<file path="src/rtl/ahb_lite_arbiter_2to1.sv">
// Two-master, one-slave AHB-Lite arbiter for shared block memory.
// Losing masters are stalled via HREADYOUT and their address phase is replayed.
module ahb_lite_arbiter_2to1 #(
    parameter bit ROUND_ROBIN = 1'b1
) (
    input  logic        HCLK,
    input  logic        HRESETn,
    input  logic        HSEL0,
    input  logic [31:0] HADDR0,
    input  logic [1:0]  HTRANS0,
    input  logic [2:0]  HSIZE0,
    input  logic [3:0]  HPROT0,
    input  logic        HWRITE0,
    input  logic [31:0] HWDATA0,
    input  logic        HREADY0,
    output logic        HREADYOUT0,
    output logic [31:0] HRDATA0,
    output logic        HRESP0,
    input  logic        HSEL1,
    input  logic [31:0] HADDR1,
    input  logic [1:0]  HTRANS1,
    input  logic [2:0]  HSIZE1,
    input  logic [3:0]  HPROT1,
    input  logic        HWRITE1,
    input  logic [31:0] HWDATA1,
    input  logic        HREADY1,
    output logic        HREADYOUT1,
    output logic [31:0] HRDATA1,
    output logic        HRESP1,
    output logic        HSEL_S,
    output logic [31:0] HADDR_S,
    output logic [1:0]  HTRANS_S,
    output logic [2:0]  HSIZE_S,
    output logic [3:0]  HPROT_S,
    output logic        HWRITE_S,
    output logic [31:0] HWDATA_S,
    output logic        HREADY_S,
    input  logic        HREADYOUT_S,
    input  logic [31:0] HRDATA_S,
    input  logic        HRESP_S
);

    logic        live0, live1;
    logic        req0, req1;
    logic        gnt, gnt_m;
    logic        gnt0, gnt1;
    logic        pend0_q, pend1_q;
    logic        pend0_d, pend1_d;
    logic        cap0, cap1;
    logic [31:0] addr0_q, addr1_q;
    logic [2:0]  size0_q, size1_q;
    logic [3:0]  prot0_q, prot1_q;
    logic        wr0_q, wr1_q;
    logic        last_q;
    logic        dv_q;
    logic        own_q;
    logic        sel_q;
    logic        unused_ok;

    assign live0 = HSEL0 & HTRANS0[1] & HREADY0;
    assign live1 = HSEL1 & HTRANS1[1] & HREADY1;
    assign req0  = live0 | pend0_q;
    assign req1  = live1 | pend1_q;
    assign gnt   = HREADYOUT_S & (req0 | req1);

    // gnt_m selects master 1; ties go to the master not granted last
    always_comb begin
        gnt_m = ~req0;
        if (req0 & req1) begin
            gnt_m = ROUND_ROBIN ? ~last_q : 1'b0;
        end
    end

    assign gnt0 = gnt & ~gnt_m;
    assign gnt1 = gnt & gnt_m;

    assign cap0    = live0 & ~gnt0;
    assign cap1    = live1 & ~gnt1;
    assign pend0_d = ~gnt0 & (live0 | pend0_q);
    assign pend1_d = ~gnt1 & (live1 | pend1_q);

    always_comb begin
        HADDR_S  = HADDR0;
        HSIZE_S  = HSIZE0;
        HPROT_S  = HPROT0;
        HWRITE_S = HWRITE0;
        unique case (1'b1)
            gnt0 & pend0_q: begin
                HADDR_S  = addr0_q;
                HSIZE_S  = size0_q;
                HPROT_S  = prot0_q;
                HWRITE_S = wr0_q;
            end
            gnt1 & pend1_q: begin
                HADDR_S  = addr1_q;
                HSIZE_S  = size1_q;
                HPROT_S  = prot1_q;
                HWRITE_S = wr1_q;
            end
            gnt1 & ~pend1_q: begin
                HADDR_S  = HADDR1;
                HSIZE_S  = HSIZE1;
                HPROT_S  = HPROT1;
                HWRITE_S = HWRITE1;
            end
            default: ;
        endcase
    end

    // during slave wait states the previous address phase is held
    assign HSEL_S   = HREADYOUT_S ? gnt : sel_q;
    assign HTRANS_S = HSEL_S ? 2'b10 : 2'b00;
    assign HREADY_S = HREADYOUT_S;
    assign HWDATA_S = own_q ? HWDATA1 : HWDATA0;

    assign HREADYOUT0 = (dv_q & ~own_q) ? HREADYOUT_S : ~pend0_q;
    assign HREADYOUT1 = (dv_q &  own_q) ? HREADYOUT_S : ~pend1_q;
    assign HRESP0     = dv_q & ~own_q & HRESP_S;
    assign HRESP1     = dv_q &  own_q & HRESP_S;
    assign HRDATA0    = HRDATA_S;
    assign HRDATA1    = HRDATA_S;

    assign unused_ok = &{1'b0, HTRANS0[0], HTRANS1[0]};

    always_ff @(posedge HCLK or negedge HRESETn) begin
        if (!HRESETn) begin
            pend0_q <= 1'b0;
            pend1_q <= 1'b0;
            addr0_q <= '0;
            addr1_q <= '0;
            size0_q <= '0;
            size1_q <= '0;
            prot0_q <= '0;
            prot1_q <= '0;
            wr0_q   <= 1'b0;
            wr1_q   <= 1'b0;
            last_q  <= 1'b1;
            dv_q    <= 1'b0;
            own_q   <= 1'b0;
            sel_q   <= 1'b0;
        end else begin
            pend0_q <= pend0_d;
            pend1_q <= pend1_d;
            sel_q   <= HSEL_S;
            if (cap0) begin
                addr0_q <= HADDR0;
                size0_q <= HSIZE0;
                prot0_q <= HPROT0;
                wr0_q   <= HWRITE0;
            end
            if (cap1) begin
                addr1_q <= HADDR1;
                size1_q <= HSIZE1;
                prot1_q <= HPROT1;
                wr1_q   <= HWRITE1;
            end
            if (gnt) begin
                last_q <= gnt_m;
            end
            if (HREADYOUT_S) begin
                dv_q  <= gnt;
                own_q <= gnt_m;
            end
        end
    end

endmodule

</file>
<file path="config.mk">
export PLATFORM = sky130hd
export DESIGN_NAME = ahb_lite_arbiter_2to1
export DESIGN_NICKNAME = d
export VERILOG_FILES = /design/src/rtl/ahb_lite_arbiter_2to1.sv
export SDC_FILE = /design/constraint.sdc
export NUM_CORES = 1
export LEC_CHECK = 0
export BUFFER_PORTS_ARGS = -buffer_cell sky130_fd_sc_hd__buf_2
export CAP_MARGIN = 20
export CORE_AREA = 2 2 129 131
export CTS_CLUSTER_SIZE = 24
export DETAILED_ROUTE_END_ITERATION = 10
export DIE_AREA = 0 0 131 133
export PLACE_DENSITY = 0.67
export SYNTH_ARGS = -nofsm -noshare
export SYNTH_HDL_FRONTEND = slang
export SYNTH_SLANG_ARGS = --single-unit
</file>
<file path="constraint.sdc">
create_clock -name HCLK -period 1.95 [get_ports HCLK]
set_input_delay 0 -clock HCLK [delete_from_list [all_inputs] [get_ports HCLK]]
set_output_delay 0 -clock HCLK [all_outputs]
set_load 0.01 [all_outputs]
</file>
==> flow_summary.html <==
<table>
<tr><th>Metric</th><th>Value</th></tr>
<tr><th colspan="2">Timing</th></tr>
<tr><td>Share of the cycle needed by the critical path after routing</td><td>105.7%</td></tr>
<tr><td>Maximum clock frequency</td><td>between 400 and 500 MHz</td></tr>
<tr><td>Final hold vios</td><td>0</td></tr>
<tr><td>Worst Setup Slack, final</td><td>-0.1103 ns</td></tr>
<tr><td>Maximum clock skew at final layout</td><td>0.009030 ns</td></tr>
<tr><td>Count of endpoints failing setup in the final report</td><td>36</td></tr>
<tr><td>Total count of max-transition violations in the final report</td><td>0</td></tr>
<tr><td>Tmin final</td><td>2.060 ns</td></tr>
<tr><td>Unrepaired setup endpoints after global routing</td><td>true</td></tr>
<tr><th colspan="2">Final layout</th></tr>
<tr><td>NumNets Final</td><td>886</td></tr>
<tr><td>Most common library cell in the layout ignoring fill and taps</td><td>sky130_fd_sc_hd__buf_2</td></tr>
<tr><td>Cell Count, Final, Fillers Out</td><td>925</td></tr>
<tr><td>Layout overhead on the synthesized area</td><td>41.68%</td></tr>
<tr><td>Fraction of final layout cells sized beyond drive strength 1</td><td>between 60 and 70%</td></tr>
<tr><td>FF/Latch Area</td><td>around 2200 sq um</td></tr>
<tr><td>Area of combinational cells with multiple inputs</td><td>about 2800 sq um</td></tr>
<tr><td>Utilization after layout</td><td>49.00%</td></tr>
<tr><td>Post-Layout Inst Area</td><td>about 8000 sq um</td></tr>
<tr><td>Most frequent cells in the layout</td><td>sky130_fd_sc_hd__buf_2 (210), sky130_fd_sc_hd__mux2_2 (104), sky130_fd_sc_hd__dfrtp_1 (84)</td></tr>
<tr><td>Number of fill cells</td><td>1460</td></tr>
<tr><th colspan="2">Global routing</th></tr>
<tr><td>Wire length of the first global-routing pass</td><td>approximately 27000 microns</td></tr>
<tr><td>Initial antenna violation count</td><td>3</td></tr>
<tr><td>Combined global-route utilization of all metal layers</td><td>between 20% and 30%</td></tr>
<tr><td>Largest net degree at the start of global routing</td><td>between 50 and 60</td></tr>
<tr><td>Vias in the first global route</td><td>approximately 5100</td></tr>
<tr><td>Total congestion overflow after global routing</td><td>0</td></tr>
<tr><th colspan="2">Routing</th></tr>
<tr><td>Routed len/inst</td><td>between 15 and 20 microns</td></tr>
<tr><td>Detailed Routing Iterations Pass 1</td><td>4</td></tr>
<tr><td>Routed via count</td><td>4628</td></tr>
<tr><td>WL final</td><td>17940 microns</td></tr>
<tr><td>DRC violations left</td><td>0</td></tr>
<tr><td>Antenna-violating nets left</td><td>0</td></tr>
<tr><td>Detailed router's first-iteration violation count</td><td>144</td></tr>
<tr><td>Via density per instance</td><td>~5.0</td></tr>
<tr><th colspan="2">Pwr</th></tr>
<tr><td>Cell leakage power</td><td>about 3.5 nW</td></tr>
<tr><td>Peak ir drop on the vdd network</td><td>between 0.4 and 0.5 mV</td></tr>
<tr><td>Power density over the cells</td><td>around 800 nW/um^2</td></tr>
<tr><th colspan="2">Clocking</th></tr>
<tr><td>Clock tree from TritonCTS</td><td>built</td></tr>
<tr><td>Maximum buffer depth of the clock tree</td><td>2</td></tr>
<tr><td>Clock H-tree levels</td><td>3</td></tr>
<tr><td>Root buffer selected by CTS</td><td>sky130_fd_sc_hd__clkbuf_16</td></tr>
<tr><td>Number of clock sinks seen by CTS</td><td>86</td></tr>
<tr><td>Clock edge transition at the registers on the reported setup and hold paths</td><td>0.06 ns</td></tr>
<tr><td>Insertion delay to the later sink of the worst-skew pair</td><td>around 0.35 ns</td></tr>
<tr><td>Clock buffer count from CTS</td><td>9</td></tr>
<tr><th colspan="2">Floorplanning</th></tr>
<tr><td>Chip height</td><td>133 microns</td></tr>
<tr><td>Total I/O pin count</td><td>approximately 330</td></tr>
<tr><td>Effective utilization at floorplan</td><td>between 30% and 40%</td></tr>
<tr><td>Width of the chip</td><td>131 microns</td></tr>
<tr><td>Placeable core region</td><td>16170 sq um</td></tr>
<tr><td>Floorplan row count</td><td>between 40 and 50</td></tr>
<tr><td>Full die area</td><td>around 17000 sq um</td></tr>
<tr><th colspan="2">Setup path</th></tr>
<tr><td>Crit Path Max Fanout</td><td>14</td></tr>
<tr><td>CP endpoint kind</td><td>primary output</td></tr>
<tr><td>Critical Path AT</td><td>about 2.1 ns</td></tr>
<tr><td>Type of element launching the critical path</td><td>flip-flop</td></tr>
<tr><td>Class of the most critical setup path</td><td>flip-flop to primary output</td></tr>
<tr><td>Required arrival time at the worst endpoint</td><td>~2.0 ns</td></tr>
<tr><th colspan="2">Synth</th></tr>
<tr><td>Count of different cell masters after synthesis</td><td>31</td></tr>
<tr><td>Fraction of the yosys area taken by sequential cells</td><td>about two fifths</td></tr>
<tr><td>Ys Warns</td><td>0</td></tr>
<tr><td>Syn Std Cell Area</td><td>roughly 5600 sq um</td></tr>
<tr><td>Syn Nets</td><td>643</td></tr>
<tr><td>Flip-flop and latch count after synthesis</td><td>86</td></tr>
<tr><td>Synthesized netlist cell count</td><td>roughly 460</td></tr>
<tr><td>Synthesized area per cell</td><td>12.29 sq um</td></tr>
<tr><th colspan="2">Placement</th></tr>
<tr><td>HPWL after DPL</td><td>between 10000 and 15000 microns</td></tr>
<tr><td>Routability congestion estimate</td><td>around 0.8</td></tr>
<tr><td>Placed Cells</td><td>around 820</td></tr>
<tr><td>Placed instance area</td><td>between 6000 and 7000 sq um</td></tr>
<tr><td>Dpl ws</td><td>0.2012 ns</td></tr>
<tr><td>IO buf count</td><td>between 200 and 250</td></tr>
<tr><th colspan="2">Run status</th></tr>
<tr><td>Status</td><td>finished with violations</td></tr>
<tr><td>Failing checks</td><td>setup timing</td></tr>
<tr><th colspan="2">Worst hold path</th></tr>
<tr><td>Tightest Hold Check Type</td><td>input pin to primary output</td></tr>
<tr><th colspan="2">Run</th></tr>
<tr><td>Number of maximum-capacitance violations</td><td>0</td></tr>
</table>
## kinds of logic (layout without fill, tap and decap cells)
kind of cell,Yosys count,count (layout),synth area share [%]
other cells,1,3,0.06705
buf+inv,104,352,13.71
flops,86,86,38.50
mux,152,152,32.08
compound gates,96,96,14.07
simple gates,16,16,1.566
## metrics by stage
| step | setup TNS (ns) | total power, mW | hold WS (ns) |
|---|---|---|---|
| 2_1_floorplan | 0 | 3.715 | -0.2956 |
| 3_3_place_gp | 0 | 4.134 | -0.03780 |
| 3_5_place_dp | 0 | 4.220 | -0.02828 |
| 4_1_cts | -2.340 | 6.294 | 0.0001018 |
| 5_1_grt | -4.647 | 6.624 | 0.00005022 |
| 6_report | -1.881 | 6.324 | 0.000005317 |
## registers in the layout, indices dropped and copies added (netlist names), 3 cells and up
name / flops
addr0_q: 32
addr1_q: 32
prot0_q: 4
prot1_q: 4
size0_q: 3
size1_q: 3
## area by class of cell
class	instances	share of cell area, %
Antenna cell	2	0.06316
Clock buffer	11	2.937
Clock inverter	5	0.9474
Inverter	1	0.04737
Multi-Input combinational cell	265	35.02
Sequential cell	86	27.19
Tap cell	220	3.474
Timing Repair Buffer	335	30.32
## cell usage after synthesis (all sizes together)
library cell,count,area share [%]
mux2,152,32
buf,97,13
dfrtp,85,38
a22oi,40,5.4
o2bb2ai,40,6.3
a21oi,9,1.1
clkbuf,6,0.40
nor2,4,0.27
nand3,3,0.27
o21a,3,0.43
a31oi,2,0.60
nand2,2,0.13
nand2b,2,0.22
nor2b,2,0.22
a41oi,1,0.16
and3,1,0.11
and4b,1,0.18
conb,1,0.067
dfstp,1,0.47
inv,1,0.067
o211a,1,0.18
or2,1,0.16
## worst max-delay path, stage by stage (launching register included)
cell	delay, ns
sky130_fd_sc_hd__dfrtp_2	0.44
sky130_fd_sc_hd__buf_8	0.13
sky130_fd_sc_hd__and4b_4	0.37
sky130_fd_sc_hd__buf_12	0.17
sky130_fd_sc_hd__a22oi_1	0.08
sky130_fd_sc_hd__o2bb2ai_1	0.23
sky130_fd_sc_hd__mux2_4	0.19
sky130_fd_sc_hd__buf_6	0.10
## routing by layer
metal | up-vias | share of wire [%] | wire [microns] | global-route usage [%]
met5 | - | 0.089 | 16 | 0
met4 | 2 | 3.0 | 530 | 9.693
met3 | 61 | 5.3 | 949 | 4.367
met2 | 152 | 52 | 9352 | 35.26
met1 | 2298 | 40 | 7092 | 23.46
li1 | 2115 | - | - | -
## power breakdown
group          switching (mW)  total [mW]  internal, mW
Sequential              0.263        2.50          2.24
Combinational           0.829        1.98          1.16
Clock                   0.722        1.84          1.12
## path summary, 6_finish.rpt
kind                              from     endpoint  slack, ns  cells past startpoint
max in group asynchronous      HRESETn      pend1_q       1.11                      3
min in group asynchronous      HRESETn   prot1_q[3]       0.15                      2
min reg2reg                 prot1_q[3]   prot1_q[3]       0.49                      1
min                        HRDATA_S[9]   HRDATA1[9]   0.000005                      0
max reg2reg                    pend1_q  addr0_q[10]       0.18                      5
max                            pend1_q  HADDR_S[25]      -0.11                      7
## what timing repair did
action | 4_1_cts | 5_1_grt
pin swaps | 1 | 5
hold endpoints to repair | 110 | 0
hold buffers | 81 | 0
setup buffers | 1 | 1
setup endpoints to repair | 40 | 40
resized for setup | 35 | 16
gates cloned | 1 | 1
Note: power is estimated with default switching activity, not from simulation.
